## config.mk

```make
export PLATFORM = sky130hd
export DESIGN_NAME = msx_wait_gen_flat
export DESIGN_NICKNAME = d
export VERILOG_FILES = /design/src/rtl/msx_wait_pkg.sv /design/src/rtl/msx_wait_gen_if.sv /design/src/rtl/msx_cycle_classify.sv /design/src/rtl/msx_wait_gen.sv /design/src/flat_wrapper.sv
export SDC_FILE = /design/constraint.sdc
export NUM_CORES = 1
export LEC_CHECK = 0
export ABC_AREA = 1
export BUFFER_PORTS_ARGS = -buffer_cell sky130_fd_sc_hd__buf_2
export CORE_ASPECT_RATIO = 1.25
export CORE_MARGIN = 10
export CORE_UTILIZATION = 50
export CTS_BUF_LIST = sky130_fd_sc_hd__clkbuf_8
export DETAILED_ROUTE_END_ITERATION = 8
export MAX_ROUTING_LAYER = met4
export PLACE_DENSITY = 0.7
export SKIP_LAST_GASP = 1
export SLEW_MARGIN = 10
export SYNTH_ARGS = -nofsm -noshare
export SYNTH_HDL_FRONTEND = slang
export SYNTH_SLANG_ARGS = --single-unit
export TNS_END_PERCENT = 100
```

## constraint.sdc

```tcl
create_clock -name clk21m -period 3.1 [get_ports clk21m]
set_clock_uncertainty 0.15 [all_clocks]
set_input_delay 0.62 -clock clk21m [delete_from_list [all_inputs] [get_ports clk21m]]
set_output_delay 0.62 -clock clk21m [all_outputs]
set_load 0.03 [all_outputs]
```

## src/rtl/msx_wait_pkg.sv

```systemverilog
// Shared types and helpers for the Z80 wait-state generator.
package msx_wait_pkg;

  // Bus cycle class, decided on the first CPU clock of each cycle
  typedef enum logic [2:0] {
    CYC_M1,
    CYC_MEM,
    CYC_IO,
    CYC_INTA,
    CYC_RFSH
  } cycle_t;

  // Wait generator state
  typedef enum logic [1:0] {
    W_IDLE,
    W_PROG,
    W_EXT,
    W_DONE
  } wstate_t;

  // Classifier result handed from the bus front-end to the FSM
  typedef struct packed {
    logic   start;
    cycle_t cycle;
    logic   bus_act;
  } cls_t;

  localparam int unsigned EXT_CH_MAX = 8;

  // Programmed wait count for a cycle class; INTA and refresh never wait
  function automatic int unsigned waits_for(input cycle_t cyc,
                                            input int unsigned m1_w,
                                            input int unsigned mem_w,
                                            input int unsigned io_w);
    int unsigned n;
    n = 0;
    case (cyc)
      CYC_M1:  n = m1_w;
      CYC_MEM: n = mem_w;
      CYC_IO:  n = io_w;
      default: n = 0;
    endcase
    return n;
  endfunction

endpackage

```

## src/rtl/msx_wait_gen_if.sv

```systemverilog
// CPU bus, external wait requests and wait-generator status.
interface msx_wait_gen_if #(
  parameter int unsigned EXT_CH = 2
);
  logic              mreq_n;
  logic              iorq_n;
  logic              m1_n;
  logic              rfsh_n;
  logic              turbo;
  logic [EXT_CH-1:0] ext_wait_n;
  logic [EXT_CH-1:0] ext_en;
  logic              wait_n;
  logic              wait_active;
  logic              timeout_err;
  logic [EXT_CH-1:0] timeout_ch;

  // CPU / system side
  modport master (
    output mreq_n, iorq_n, m1_n, rfsh_n, turbo, ext_wait_n, ext_en,
    input  wait_n, wait_active, timeout_err, timeout_ch
  );

  // Wait generator side
  modport slave (
    input  mreq_n, iorq_n, m1_n, rfsh_n, turbo, ext_wait_n, ext_en,
    output wait_n, wait_active, timeout_err, timeout_ch
  );
endinterface

```

## src/rtl/msx_cycle_classify.sv

```systemverilog
// Detects the start of each Z80 bus cycle and classifies it.
module msx_cycle_classify
  import msx_wait_pkg::*;
(
  input  logic clk21m,
  input  logic reset,
  input  logic i_ce,
  input  logic i_mreq_n,
  input  logic i_iorq_n,
  input  logic i_m1_n,
  input  logic i_rfsh_n,
  output cls_t o_cls_c
);

  logic   w_bus_act;
  logic   r_bus_act_q;
  cycle_t w_cycle;

  assign w_bus_act = ~i_mreq_n | ~i_iorq_n;

  // Previous sampled bus activity, for rising-edge detection on ce
  always_ff @(posedge clk21m or posedge reset) begin
    if (reset) begin
      r_bus_act_q <= 1'b0;
    end else if (i_ce) begin
      r_bus_act_q <= w_bus_act;
    end
  end

  // Priority classification: INTA, refresh, M1, I/O, then plain memory
  always_comb begin
    w_cycle = CYC_MEM;
    if (~i_iorq_n & ~i_m1_n) begin
      w_cycle = CYC_INTA;
    end else if (~i_rfsh_n) begin
      w_cycle = CYC_RFSH;
    end else if (~i_m1_n) begin
      w_cycle = CYC_M1;
    end else if (~i_iorq_n) begin
      w_cycle = CYC_IO;
    end
  end

  assign o_cls_c.start   = i_ce & w_bus_act & ~r_bus_act_q;
  assign o_cls_c.cycle   = w_cycle;
  assign o_cls_c.bus_act = w_bus_act;

endmodule

```

## src/rtl/msx_wait_gen.sv

```systemverilog
// Z80 wait-state generator: per-class programmed waits plus watchdog-bounded
// external wait requests, evaluated on the 3.58 MHz CPU clock enable.
module msx_wait_gen
  import msx_wait_pkg::*;
#(
  parameter int unsigned M1_WAITS  = 1,
  parameter int unsigned MEM_WAITS = 0,
  parameter int unsigned IO_WAITS  = 1,
  parameter int unsigned EXT_CH    = 2,
  parameter int unsigned TIMEOUT   = 255,
  parameter int unsigned CNT_W     = 8
) (
  input  logic           clk21m,
  input  logic           reset,
  input  logic           ce_3m58_p,
  msx_wait_gen_if.slave  bus
);

  localparam int unsigned CNT_MAX = (32'd1 << CNT_W) - 32'd1;
  localparam logic [CNT_W-1:0] TO_LAST = CNT_W'(TIMEOUT - 1);

  // Elaboration-time parameter range checks
  if (CNT_W < 1 || CNT_W > 31) begin : g_bad_cnt_w
    $error("msx_wait_gen: CNT_W must be 1..31");
  end
  if (M1_WAITS > CNT_MAX || MEM_WAITS > CNT_MAX || IO_WAITS > CNT_MAX) begin : g_bad_waits
    $error("msx_wait_gen: wait parameters exceed counter range");
  end
  if (TIMEOUT < 1 || TIMEOUT > CNT_MAX) begin : g_bad_timeout
    $error("msx_wait_gen: TIMEOUT must be 1..2^CNT_W-1");
  end
  if (EXT_CH < 1 || EXT_CH > EXT_CH_MAX) begin : g_bad_ext_ch
    $error("msx_wait_gen: EXT_CH must be 1..8");
  end

  cls_t              w_cls;
  logic [EXT_CH-1:0] w_ext_vec;
  logic              w_ext;
  logic [CNT_W-1:0]  w_n;

  wstate_t           r_state;
  logic [CNT_W-1:0]  r_cnt;
  logic              r_wait_n;
  logic              r_wait_active;
  logic              r_timeout_err;
  logic [EXT_CH-1:0] r_timeout_ch;

  wstate_t           w_state_nxt;
  logic [CNT_W-1:0]  w_cnt_nxt;
  logic              w_wait_n_nxt;
  logic              w_wait_active_nxt;
  logic              w_timeout_err_nxt;
  logic [EXT_CH-1:0] w_timeout_ch_nxt;

  msx_cycle_classify u_classify (
    .clk21m   (clk21m),
    .reset    (reset),
    .i_ce     (ce_3m58_p),
    .i_mreq_n (bus.mreq_n),
    .i_iorq_n (bus.iorq_n),
    .i_m1_n   (bus.m1_n),
    .i_rfsh_n (bus.rfsh_n),
    .o_cls_c  (w_cls)
  );

  // Active, enabled external wait requests
  assign w_ext_vec = ~bus.ext_wait_n & bus.ext_en;
  assign w_ext     = |w_ext_vec;

  // Programmed wait count for the cycle being started; turbo drops it to zero
  assign w_n = bus.turbo ? '0
                         : CNT_W'(waits_for(w_cls.cycle, M1_WAITS, MEM_WAITS, IO_WAITS));

  // State, counter and output registers
  always_ff @(posedge clk21m or posedge reset) begin
    if (reset) begin
      r_state       <= W_IDLE;
      r_cnt         <= '0;
      r_wait_n      <= 1'b1;
      r_wait_active <= 1'b0;
      r_timeout_err <= 1'b0;
      r_timeout_ch  <= '0;
    end else begin
      r_state       <= w_state_nxt;
      r_cnt         <= w_cnt_nxt;
      r_wait_n      <= w_wait_n_nxt;
      r_wait_active <= w_wait_active_nxt;
      r_timeout_err <= w_timeout_err_nxt;
      r_timeout_ch  <= w_timeout_ch_nxt;
    end
  end

  // Next-state logic; bus end always wins over any other event in a wait
  always_comb begin
    w_state_nxt       = r_state;
    w_cnt_nxt         = r_cnt;
    w_wait_n_nxt      = r_wait_n;
    w_timeout_err_nxt = 1'b0;
    w_timeout_ch_nxt  = r_timeout_ch;

    if (ce_3m58_p) begin
      case (r_state)
        W_IDLE: begin
          if (w_cls.start) begin
            if (w_n != '0) begin
              w_state_nxt  = W_PROG;
              w_wait_n_nxt = 1'b0;
              w_cnt_nxt    = w_n - CNT_W'(1);
            end else if (w_ext && (w_cls.cycle != CYC_RFSH)) begin
              w_state_nxt  = W_EXT;
              w_wait_n_nxt = 1'b0;
              w_cnt_nxt    = '0;
            end else begin
              w_state_nxt  = W_DONE;
              w_cnt_nxt    = '0;
            end
          end
        end

        W_PROG: begin
          if (!w_cls.bus_act) begin
            w_state_nxt  = W_IDLE;
            w_wait_n_nxt = 1'b1;
            w_cnt_nxt    = '0;
          end else if (r_cnt != '0) begin
            w_cnt_nxt    = r_cnt - CNT_W'(1);
          end else if (w_ext) begin
            w_state_nxt  = W_EXT;
            w_cnt_nxt    = '0;
          end else begin
            w_state_nxt  = W_DONE;
            w_wait_n_nxt = 1'b1;
          end
        end

        W_EXT: begin
          if (!w_cls.bus_act) begin
            w_state_nxt  = W_IDLE;
            w_wait_n_nxt = 1'b1;
            w_cnt_nxt    = '0;
          end else if (!w_ext) begin
            w_state_nxt  = W_DONE;
            w_wait_n_nxt = 1'b1;
            w_cnt_nxt    = '0;
          end else if (r_cnt == TO_LAST) begin
            w_state_nxt       = W_DONE;
            w_wait_n_nxt      = 1'b1;
            w_cnt_nxt         = '0;
            w_timeout_err_nxt = 1'b1;
            w_timeout_ch_nxt  = w_ext_vec;
          end else begin
            w_cnt_nxt    = r_cnt + CNT_W'(1);
          end
        end

        W_DONE: begin
          if (!w_cls.bus_act) begin
            w_state_nxt = W_IDLE;
          end
        end

        default: begin
          w_state_nxt  = W_IDLE;
          w_wait_n_nxt = 1'b1;
          w_cnt_nxt    = '0;
        end
      endcase
    end

    w_wait_active_nxt = (w_state_nxt == W_PROG) || (w_state_nxt == W_EXT);
  end

  assign bus.wait_n      = r_wait_n;
  assign bus.wait_active = r_wait_active;
  assign bus.timeout_err = r_timeout_err;
  assign bus.timeout_ch  = r_timeout_ch;

endmodule

```

## src/flat_wrapper.sv

```systemverilog
// flat-port wrapper written by rule: the top's interface ports become plain ports
module msx_wait_gen_flat import msx_wait_pkg::*;
#(
  parameter int unsigned M1_WAITS  = 1,
  parameter int unsigned MEM_WAITS = 0,
  parameter int unsigned IO_WAITS  = 1,
  parameter int unsigned EXT_CH    = 2,
  parameter int unsigned TIMEOUT   = 255,
  parameter int unsigned CNT_W     = 8
)
  (clk21m, reset, ce_3m58_p, bus_mreq_n, bus_iorq_n, bus_m1_n, bus_rfsh_n, bus_turbo, bus_ext_wait_n, bus_ext_en, bus_wait_n, bus_wait_active, bus_timeout_err, bus_timeout_ch);
  msx_wait_gen_if #(.EXT_CH(EXT_CH)) bus_i ();
  input  logic clk21m;
  input  logic reset;
  input  logic ce_3m58_p;
  input wire logic [$bits(bus_i.mreq_n)-1:0] bus_mreq_n;
  input wire logic [$bits(bus_i.iorq_n)-1:0] bus_iorq_n;
  input wire logic [$bits(bus_i.m1_n)-1:0] bus_m1_n;
  input wire logic [$bits(bus_i.rfsh_n)-1:0] bus_rfsh_n;
  input wire logic [$bits(bus_i.turbo)-1:0] bus_turbo;
  input wire logic [$bits(bus_i.ext_wait_n)-1:0] bus_ext_wait_n;
  input wire logic [$bits(bus_i.ext_en)-1:0] bus_ext_en;
  output wire logic [$bits(bus_i.wait_n)-1:0] bus_wait_n;
  output wire logic [$bits(bus_i.wait_active)-1:0] bus_wait_active;
  output wire logic [$bits(bus_i.timeout_err)-1:0] bus_timeout_err;
  output wire logic [$bits(bus_i.timeout_ch)-1:0] bus_timeout_ch;
  assign bus_i.mreq_n = bus_mreq_n;
  assign bus_i.iorq_n = bus_iorq_n;
  assign bus_i.m1_n = bus_m1_n;
  assign bus_i.rfsh_n = bus_rfsh_n;
  assign bus_i.turbo = bus_turbo;
  assign bus_i.ext_wait_n = bus_ext_wait_n;
  assign bus_i.ext_en = bus_ext_en;
  assign bus_wait_n = bus_i.wait_n;
  assign bus_wait_active = bus_i.wait_active;
  assign bus_timeout_err = bus_i.timeout_err;
  assign bus_timeout_ch = bus_i.timeout_ch;
  msx_wait_gen #(.M1_WAITS(M1_WAITS), .MEM_WAITS(MEM_WAITS), .IO_WAITS(IO_WAITS), .EXT_CH(EXT_CH), .TIMEOUT(TIMEOUT), .CNT_W(CNT_W)) u_core (.clk21m(clk21m), .reset(reset), .ce_3m58_p(ce_3m58_p), .bus(bus_i));
endmodule
```

Word-level counts from Yosys, hierarchy flattened. Index checks and enable logic that the tools add are counted. Widths: inputs -> output; s select.

Divide/modulo/power cells: 0. Muxes and demuxes: 42. Shift-type cells: 0. Reduce and logical (&&, ||, !) cells: 12. $lt $le $gt $ge: 0. Add/subtract/negate cells: 3. Equal/unequal tests: 14. Multiply operators: 0. Bitwise gates (word level): 10.

Operators with widths (number): $mux 8 (8); $pmux 8 s3 (1); $mux 2 (11); $mux 1 (18); $reduce_bool 8->1 (2); $sub 8x1->8 const B (2); $ne 3x3->1 const B (3); $add 8x1->8 const B (1); $eq 8x8->1 const B (1); $pmux 2 s4 (1); $reduce_and 7->1 (1); $eq 2x2->1 const B (3); $mux 3 (2); $reduce_and 5->1 (1); $eq 2x1->1 const B (2); $ne 4x2->1 const B (1); $ne 4x4->1 const B (1); $not 1->1 (4); $reduce_and 4->1 (1); $reduce_or 2->1 (2); $and 1x1->1 (3); $eq 3x2->1 const B (1); $logic_not 3->1 (1); $ne 3x1->1 const B (1); other kinds (9) (9).

Memories kept: 0. Output and inout port bits: 5. Bits in read-only memories: 0. Word-level logic and storage cells: 88. Bits in latches: 0. Bits of input ports: 12. Memory bits (writable): 0. Register bits after elaboration: 16.

Logic depth before layout (Yosys ltp). Gate-level depths: netlist of the first run.

Word-level depth: 15. Mapped depth: 13. Gate-level depth less buffers: 13.

By module. From an unflattened synthesis of the first run, not the netlist that was laid out.

Cell total of the unflattened synthesis: 197. Area, all modules: 1448.9 sq um.

By module, submodules not included: msx_wait_gen (cells an instance 180, area an instance 1348.8 sq um, times used 1, sequential area each 376.6 sq um); msx_cycle_classify (cells an instance 17, area an instance 100.1 sq um, times used 1, sequential area each 25.0 sq um).

Worst setup path after synthesis of the first run. No wires, ideal clock.

Path kind: flip-flop to flip-flop. From: register u_core.r_cnt[0]. To: register u_core.r_wait_active (netlist: u_core.bus.wait_active). Library setup time: 116 ps. Buffers on the path: 0. Data required time: 2834 ps. Arrival: 1417 ps. Period minus slack after synthesis: 1684 ps. Stages on the path, launching flop included: 14. Slack: 1416 ps. Path through: dfrtp_1 > inv_1 > ha_1 > nand2_1 > nor2_1 > nand2_4 > nand2_4 > nand2_1 > nand3_1 > nand2_1 > nand2_1 > inv_1 > nand2_1 > nand2_1.

Word-level cells in the longest chain between the ends: 8. Elaborated cells on any way between the ends: 12. Classes of those cells: 3 x eq/ne; 7 x mux; 2 x reduce/logical.

Ends and longest elaborated chain: from (decl) (RTL line msx_wait_gen.sv:42) `logic [CNT_W-1:0] r_cnt;`; from (signal assigned) (RTL line msx_wait_gen.sv:85) `r_cnt <= w_cnt_nxt;`; $eq 8x8->1 (RTL line msx_wait_gen.sv:145) `end else if (r_cnt == TO_LAST) begin`; $mux 2 (RTL line msx_wait_gen.sv:145); $mux 2 (RTL line msx_wait_gen.sv:141) `end else if (!w_ext) begin`; $mux 2 (RTL line msx_wait_gen.sv:137) `if (!w_cls.bus_act) begin`; $pmux 2 s4 * (RTL line msx_wait_gen.sv:102) `case (r_state)`; $mux 2 * (RTL line msx_wait_gen.sv:101) `if (ce_3m58_p) begin`; named net u_core.w_state_nxt[1] (RTL line msx_wait_gen.sv:48) `wstate_t w_state_nxt;`; $eq 2x1->1 or $eq 2x2->1 (tied branches) (RTL line msx_wait_gen.sv:170) `w_wait_active_nxt = (w_state_nxt == W_PROG) || (w_state_nxt == W_EXT);`; $logic_or 1x1->1 * (RTL line msx_wait_gen.sv:170); named net u_core.w_wait_active_nxt (RTL line msx_wait_gen.sv:51) `logic w_wait_active_nxt;`; to (signal assigned) (RTL line msx_wait_gen.sv:87) `r_wait_active <= w_wait_active_nxt;`; to (decl) (RTL line msx_wait_gen.sv:44) `logic r_wait_active;`.

Mark *: on every way through the listed nets, which the timed path passes. The rest lies on a longest branch. A chain may end at the register's enable or synchronous reset.

Worst setup path in the final report of the first run.
From: register u_core.r_cnt[0]. To: register u_core.r_cnt[7].

Word-level cells in the longest chain between the ends: 5. Elaborated cells on any way between the ends: 12. Classes of those cells: 2 x add/sub; 2 x eq/ne; 6 x mux; 2 x reduce/logical.

Ends and longest elaborated chain (RTL line): $add 8x1->8 or $eq 8x8->1 (tied branches) (msx_wait_gen.sv:152, msx_wait_gen.sv:145); $mux 8 (msx_wait_gen.sv:145); $mux 8 (msx_wait_gen.sv:141); $mux 8 (msx_wait_gen.sv:137); $pmux 8 s3 (msx_wait_gen.sv:102).

Parallel ways exist; a longest one is shown, timed or not.

==> results.py, run 1 <==
metrics = {
    "critical_path": {
        "ff2ff_path_depth": 9,
        "required_ps": 3130,
        "start_kind": "register",
        "r2r_end": "u_core.r_cnt[7]",
        "cpMaxStageDelayCell": "dfrtp_1",
        "r2r_slack_ps": 1190,
        "crit_fanout": 5,
        "slowest_delay_ps": 440,
        "crit_start": "u_core.r_cnt[0]",
        "critPathKind": "reg -> reg",
        "endpoint": "u_core.r_cnt[7]",
        "setup.worst_path.end_class": "register",
        "worstPathCellList": "inv_1 -> ha_1 -> nand3_2 -> nor2_2 -> nor2_1 -> nand2_1 -> o21ai_1 -> nand2_1 -> o21ai_1",
        "rr_startpoint": "u_core.r_cnt[0]",
        "cp_data_arrival_time_ps": 1930,
    },
    "layout": {
        "n_antenna_cell": 0,
        "multi_input_area_um2": 826,
        "layout-drive-gt1-share_pct": 26.4,
        "n_fill_cell": 249,
        "layout.nets": 219,
        "ff_latch_area_um2": 402,
        "area_growth_pct": 11.7,
    },
    "cts": {
        "cts_root_buffer": "clkbuf_8",
        "cts_tree": "built",
        "cts_resized": 0,
        "cts.path.max_buffers": 2,
        "clkSlewWorstSetupHoldPaths_ps": 60,
        "htreeDepth": 1,
        "cts_hold_buf": 0,
        "clkSinkCount": 16,
        "cts_buffers": 3,
        "postCtsSetupRepairBufs": 0,
        "clock_latency_ps": 250,
    },
    "timing": {
        "fmax_mhz": 524,
        "final_max_slew_viol_count": 0,
        "setup_violations": 0,
        "slew_headroom_pct": 56.0,
        "setup_tns_ps": 0,
        "rsz0062_at_grt": "no",
        "finalCriticalPeriod_ps": 1910,
        "layout_worst_path_cycle_share_pct": 61.5,
        "hold_violations": 0,
        "worstMarginPinSlew_ps": 659,
    },
    "synthesis": {
        "ys.flop_type": "dfrtp_1",
        "yosysWarnings": 0,
        "ys_seq_area_share_pct": 29.7,
        "synthCells": 179,
        "synth_nets": 200,
        "synth-seq-cells": 16,
        "async_flop_share_pct": 100,
        "synth_edf_count": 0,
        "netlist_area_um2": 1350,
        "synth_area_per_cell_um2": 7.56,
        "ys_types": 31,
    },
    "routing": {
        "vias_per_cell": 5.18,
        "wl_mm": 2.96,
        "drc": 0,
        "drt_iter0_markers": 90,
        "vias": 1197,
        "ant_nets": 0,
        "firstDrtPassIters": 5,
        "wl_per_cell_um": 12.8,
    },
    "floorplanning": {
        "pin_count": 17,
        "die_area_um2": 5200,
        "start_util_pct": 51.5,
        "coreArea_um2": 2630,
        "std_cell_rows": 21,
        "die_w_um": 66.5,
        "chipHeight_um": 78.2,
    },
    "global_route": {
        "antenna_found_initial": 0,
        "grt.total_usage_pct": 12.2,
        "grt_max_degree": 17,
        "grt_pass1_wl_mm": 5.02,
        "grt_overflow": 0,
        "grt_pass1_vias": 1223,
    },
    "power_and_ir_drop": {
        "fin_total_pwr_w": 0.00143,
        "powerDensity_nw_per_um2": 949,
        "ir_drop_mv": 0.517,
        "power_leakage_nw": 0.781,
    },
    "placed_design": {
        "gp_congestion": 0.906,
        "port_buffers": 16,
        "hpwl_mm": 2.42,
    },
    "run_status": {
        "status": "complete, no violations",
    },
    "flow_run": {
        "maxCapViolations": 0,
    },
    "hold_path": {
        "hold_class": "in -> async",
    },
}
report_power, final:
part / internal [W] / total (W) / leakage (nW) / switching [W]
clock: 0.000113 / 0.000182 / 0.0288 / 0.0000698
combinational: 0.000317 / 0.000882 / 0.541 / 0.000566
sequential: 0.000276 / 0.000369 / 0.212 / 0.0000930
total: 0.000706 / 0.00143 / 0.781 / 0.000728
worst min-delay path by stage:
stage                                              from                       endpoint  slack (ps)
after floorplan           u_core.u_classify.r_bus_act_q  u_core.u_classify.r_bus_act_q         350
after global placement                u_core.bus.wait_n              u_core.bus.wait_n         310
after detailed placement              u_core.bus.wait_n              u_core.bus.wait_n         320
after CTS                                         reset         u_core.bus.timeout_err         320
after global routing                              reset         u_core.bus.timeout_err         340
final                                             reset                u_core.r_cnt[6]         310
stage by stage:
step | worst slack [ps] | std cells | instance area, um^2 | hold WS, ps | utilization [%]
2_1_floorplan | 1420 | 179 | 1350 | 351 | -
3_3_place_gp | 1210 | 227 | 1460 | 311 | 55.4
3_5_place_dp | 1110 | 227 | 1460 | 319 | 55.4
4_1_cts | 1200 | 231 | 1510 | 317 | 57.5
5_1_grt | 1020 | 231 | 1510 | 342 | 57.5
6_report | 1190 | 231 | 1510 | 308 | 57.5
layout by cell type (no fill, tap or decap):
| cell type | count |
|---|---|
| xnor2_1 | 2 |
| o21ai_4 | 1 |
| nor2_2 | 1 |
| nand2_2 | 8 |
| dfstp_2 | 1 |
| o22ai_2 | 1 |
| o21ai_0 | 3 |
| nand2_1 | 41 |
| dfrtp_1 | 15 |
| a21oi_1 | 4 |
| o22ai_1 | 3 |
| ha_1 | 9 |
| nor4_4 | 1 |
| inv_2 | 7 |
| nand3_2 | 2 |
| clkinv_2 | 1 |
| nand2_4 | 3 |
| inv_1 | 20 |
| o31ai_1 | 1 |
| clkbuf_8 | 4 |
| nor2_1 | 8 |
| a31oi_1 | 2 |
| nor3_1 | 1 |
| xor2_1 | 6 |
| a22oi_1 | 1 |
| o21ai_1 | 14 |
| nand3_1 | 15 |
| buf_2 | 16 |
| nor2_4 | 4 |
| a211oi_2 | 1 |
| nor3_2 | 1 |
area by class of cell:
| type | count | area share (%) |
|---|---|---|
| multi-input combinational | 133 | 54.6 |
| sequential | 16 | 26.6 |
| inverter | 28 | 7.04 |
| timing repair buffer | 16 | 5.30 |
| clock buffer | 4 | 3.64 |
| tap | 34 | 2.81 |
critical path, delay by kind of cell (launching register included):
kind | cells | cell delay, ps
compound gates | 2 | 210
fa+ha+maj | 1 | 250
buf+inv | 1 | 140
flops | 1 | 440
simple gates | 5 | 650
synth_stat cells (2+ instances only):
cell type | instances | area (um^2)
nand2_1 | 41 | 154
inv_1 | 20 | 75.1
dfrtp_1 | 15 | 375
nand3_1 | 15 | 75.1
o21ai_1 | 14 | 70.1
ha_1 | 9 | 113
nand2_2 | 8 | 50.1
nor2_1 | 8 | 30.0
inv_2 | 7 | 26.3
xor2_1 | 6 | 52.6
a21oi_1 | 4 | 20.0
nor2_4 | 4 | 45.0
nand2_4 | 3 | 33.8
o21ai_0 | 3 | 15.0
o22ai_1 | 3 | 18.8
a31oi_1 | 2 | 12.5
nand3_2 | 2 | 20.0
xnor2_1 | 2 | 17.5
registers in the layout (all words and copies together), names as in the netlist:
name	flops
u_core.r_cnt	8
u_core.bus.timeout_ch	2
u_core.r_state	2
u_core.bus.timeout_err	1
u_core.bus.wait_active	1
u_core.bus.wait_n	1
u_core.u_classify.r_bus_act_q	1
kinds of logic after synthesis:
logic type	synth area share [%]
adders and majority gates	8.33
xor gates and xnor gates	5.18
AOI/OAI and AO/OA	14.2
buffers and inverters	9.25
and+or+nand+nor	33.3
DFF	29.7
per-layer routing:
metal / part of all wire [%] / GRT usage (%) / wire [um]
met1: 41 / 13.2 / 1210
met2: 55 / 20.6 / 1620
met3: 2.7 / 0.852 / 80
met4: 1.6 / 8.19 / 48
met5: 0 / - / 0
Power figures use the tool's default switching activity.
==> run 2, diff against run 1 <==
PLACE_DENSITY = 0.73   (was 0.7)
clock period = 1.69 ns   (was 3.1 ns; I/O delays follow)
==> run 2 against run 1 <==
Against the previous run:
- the flow now finishes with violations (setup timing)
- wire length is 39% higher
- die area is the same
- sequential share of layout area is 5.2 points lower
- fmax rose by 8.6%
- combinational power rose to 3.0 times the previous value
- first-iteration DRC count increased by 36%
- total power rose by 150%
- final area is 25% higher
- non-clock buffer count rose by 25
- setup slack got worse by 1300 ps
- critical path depth grew 3
- largest cell class unchanged
==> results.py, run 2 (same netlist as run 1, synthesis figures left out) <==
metrics = {
    "power_and_ir_drop": {
        "ir_drop_mv": 1.12,
        "p_clk_share_pct": 8.5,
        "p_comb_share_pct": 73.7,
        "seqPwrFrac_pct": 17.8,
        "switchingPower_w": 0.00182,
        "internal-power_w": 0.00176,
        "fin_total_pwr_w": 0.00358,
        "p_sw_share_pct": 50.8,
        "powerDensity_nw_per_um2": 1890,
        "power_leakage_nw": 0.932,
    },
    "global_route": {
        "grt_pass1_vias": 1438,
        "grt_max_degree": 17,
        "grt.total_usage_pct": 15.3,
        "grt_overflow": 0,
        "antenna_found_initial": 0,
        "grt_pass1_wl_mm": 6.22,
    },
    "flow_run": {
        "maxCapViolations": 0,
    },
    "layout": {
        "area_growth_pct": 40.0,
        "largest_register": "u_core.r_cnt",
        "final_area_um2": 1890,
        "layout.nets": 244,
        "largest_reg_flops": 8,
        "fin_util_pct": 72.0,
        "layout_common_cells": "37 x nand2_1, 22 x buf_4, 16 x inv_1, 16 x buf_2, 13 x dfrtp_1",
        "layout-drive-gt1-share_pct": 48.2,
        "mostFrequentLayoutCell": "nand2_1",
        "n_antenna_cell": 0,
    },
    "cts": {
        "clkSlewWorstSetupHoldPaths_ps": 70,
        "cts_tree": "built",
        "clock_latency_ps": 260,
        "cts_buffers": 3,
        "cts.path.max_buffers": 2,
        "cts_root_buffer": "clkbuf_8",
        "htreeDepth": 1,
        "clkSinkCount": 16,
    },
    "timing": {
        "finalWorstSetupSlack_ps": -66.1,
        "setup_tns_ps": -292,
        "slew_headroom_pct": 73.6,
        "hold_violations": 0,
        "fmax_mhz": 569,
        "layout_worst_path_cycle_share_pct": 104,
        "worstMarginPinSlew_ps": 391,
        "rsz0062_at_grt": "yes",
        "finalCriticalPeriod_ps": 1760,
        "setup_violations": 7,
        "final_max_slew_viol_count": 0,
        "whs_ps": 181,
    },
    "placed_design": {
        "dpl_cell_area_um2": 1560,
        "port_buffers": 16,
        "gp_congestion": 0.970,
        "hpwl_mm": 2.65,
    },
    "routing": {
        "vias_per_cell": 5.39,
        "drt_iter0_markers": 122,
        "drc": 0,
        "firstDrtPassIters": 5,
        "wl_per_cell_um": 16.0,
        "vias": 1379,
        "wl_mm": 4.10,
        "ant_nets": 0,
    },
    "critical_path": {
        "worstPathCellList": "inv_2 -> ha_2 -> nand2_2 -> nor2_4 -> nand2_4 -> nand2_4 -> nor2_4 -> inv_4 -> nand2_4 -> nor2_4 -> nand2_2 -> o21ai_1",
        "start_kind": "register",
        "cp_data_arrival_time_ps": 1800,
        "crit_family": "simple AND/OR/NAND/NOR gates",
        "crit_fanout": 5,
        "setup.worst_path.end_class": "register",
        "slowest_delay_ps": 390,
        "critPathKind": "reg -> reg",
        "cpMaxStageDelayCell": "dfrtp_1",
        "required_ps": 1730,
        "path_buf_inv": 2,
    },
    "floorplanning": {
        "die_w_um": 66.5,
        "start_util_pct": 51.5,
        "coreArea_um2": 2630,
        "chipHeight_um": 78.2,
        "die_area_um2": 5200,
        "std_cell_rows": 21,
        "pin_count": 17,
    },
    "run_status": {
        "violations": "setup timing",
        "status": "complete, but fails checks",
    },
    "hold_path": {
        "hold_class": "in -> reg",
    },
}
==> run 2: changes by cell type in the layout (fill, tap and decap cells not counted), sizes merged <==
cell         delta
clkbuf          -1
buf            +24
dlygate4sd3     +1
clkinv          -1
inv             +2
==> run 2: worst register-to-register path, cell delays in order, from the launching register on <==
cell	delay [ps]
dfrtp_1	390
inv_2	100
ha_2	180
nand2_2	70
nor2_4	110
nand2_4	70
nand2_4	90
nor2_4	70
inv_4	100
nand2_4	80
nor2_4	110
nand2_2	60
o21ai_1	130
==> run 2: final timing paths <==
check	startpoint	endpoint	slack (ps)	depth (start not counted)
max in group asynchronous	reset	u_core.bus.wait_n	650	4
min in group asynchronous	reset	u_core.r_cnt[6]	480	4
worst max-delay path	u_core.r_cnt[0]	u_core.bus.wait_n	-70	12
worst min register to register	u_core.bus.wait_n	u_core.bus.wait_n	320	2
worst max register to register	u_core.r_cnt[0]	u_core.bus.wait_n	-70	12
worst min-delay path	ce_3m58_p	u_core.u_classify.r_bus_act_q	180	2
==> run 2: cell type report <==
class	instances	area (um^2)
fill	196	734
clock inverter	1	3.75
timing repair buffer	41	278
sequential	16	404
multi-input combinational	133	1010
tap	34	42.5
inverter	28	113
clock buffer	3	41.3
==> run 2: power by group through the flow <==
stage / Clock [W] / Combinational, W / Sequential, W
global placement: 0 / 0.00179 / 0.000635
detailed placement: 0 / 0.00183 / 0.000641
global route: 0.000318 / 0.00285 / 0.000650
floorplan: 0 / 0.00133 / 0.000656
finish: 0.000303 / 0.00264 / 0.000636
CTS: 0.000310 / 0.00213 / 0.000617
==> run 2: per-stage QoR <==
stage	worst slack [ps]	std cells
floorplan	6.18	179
global placement	-21.7	241
detailed placement	-85.1	241
CTS	0.0818	254
global route	-157	256
finish	-66.1	256
==> run 2: layer usage <==
layer | global-route usage (%) | wire [um] | up-vias
met3 | 1.42 | 90 | 24
li1 | - | - | 659
met2 | 28.5 | 2310 | 46
met4 | 9.66 | 232 | 0
met1 | 14.3 | 1460 | 650
met5 | - | 0 | -
==> run 2: timing repair <==
action	in CTS	in global routing
gates cloned	0	0
gates resized for setup	13	38
setup buffers	8	2
pin swaps	9	16
hold buffers	1	0
endpoints found under the hold margin	15	0
setup endpoints to repair	11	14
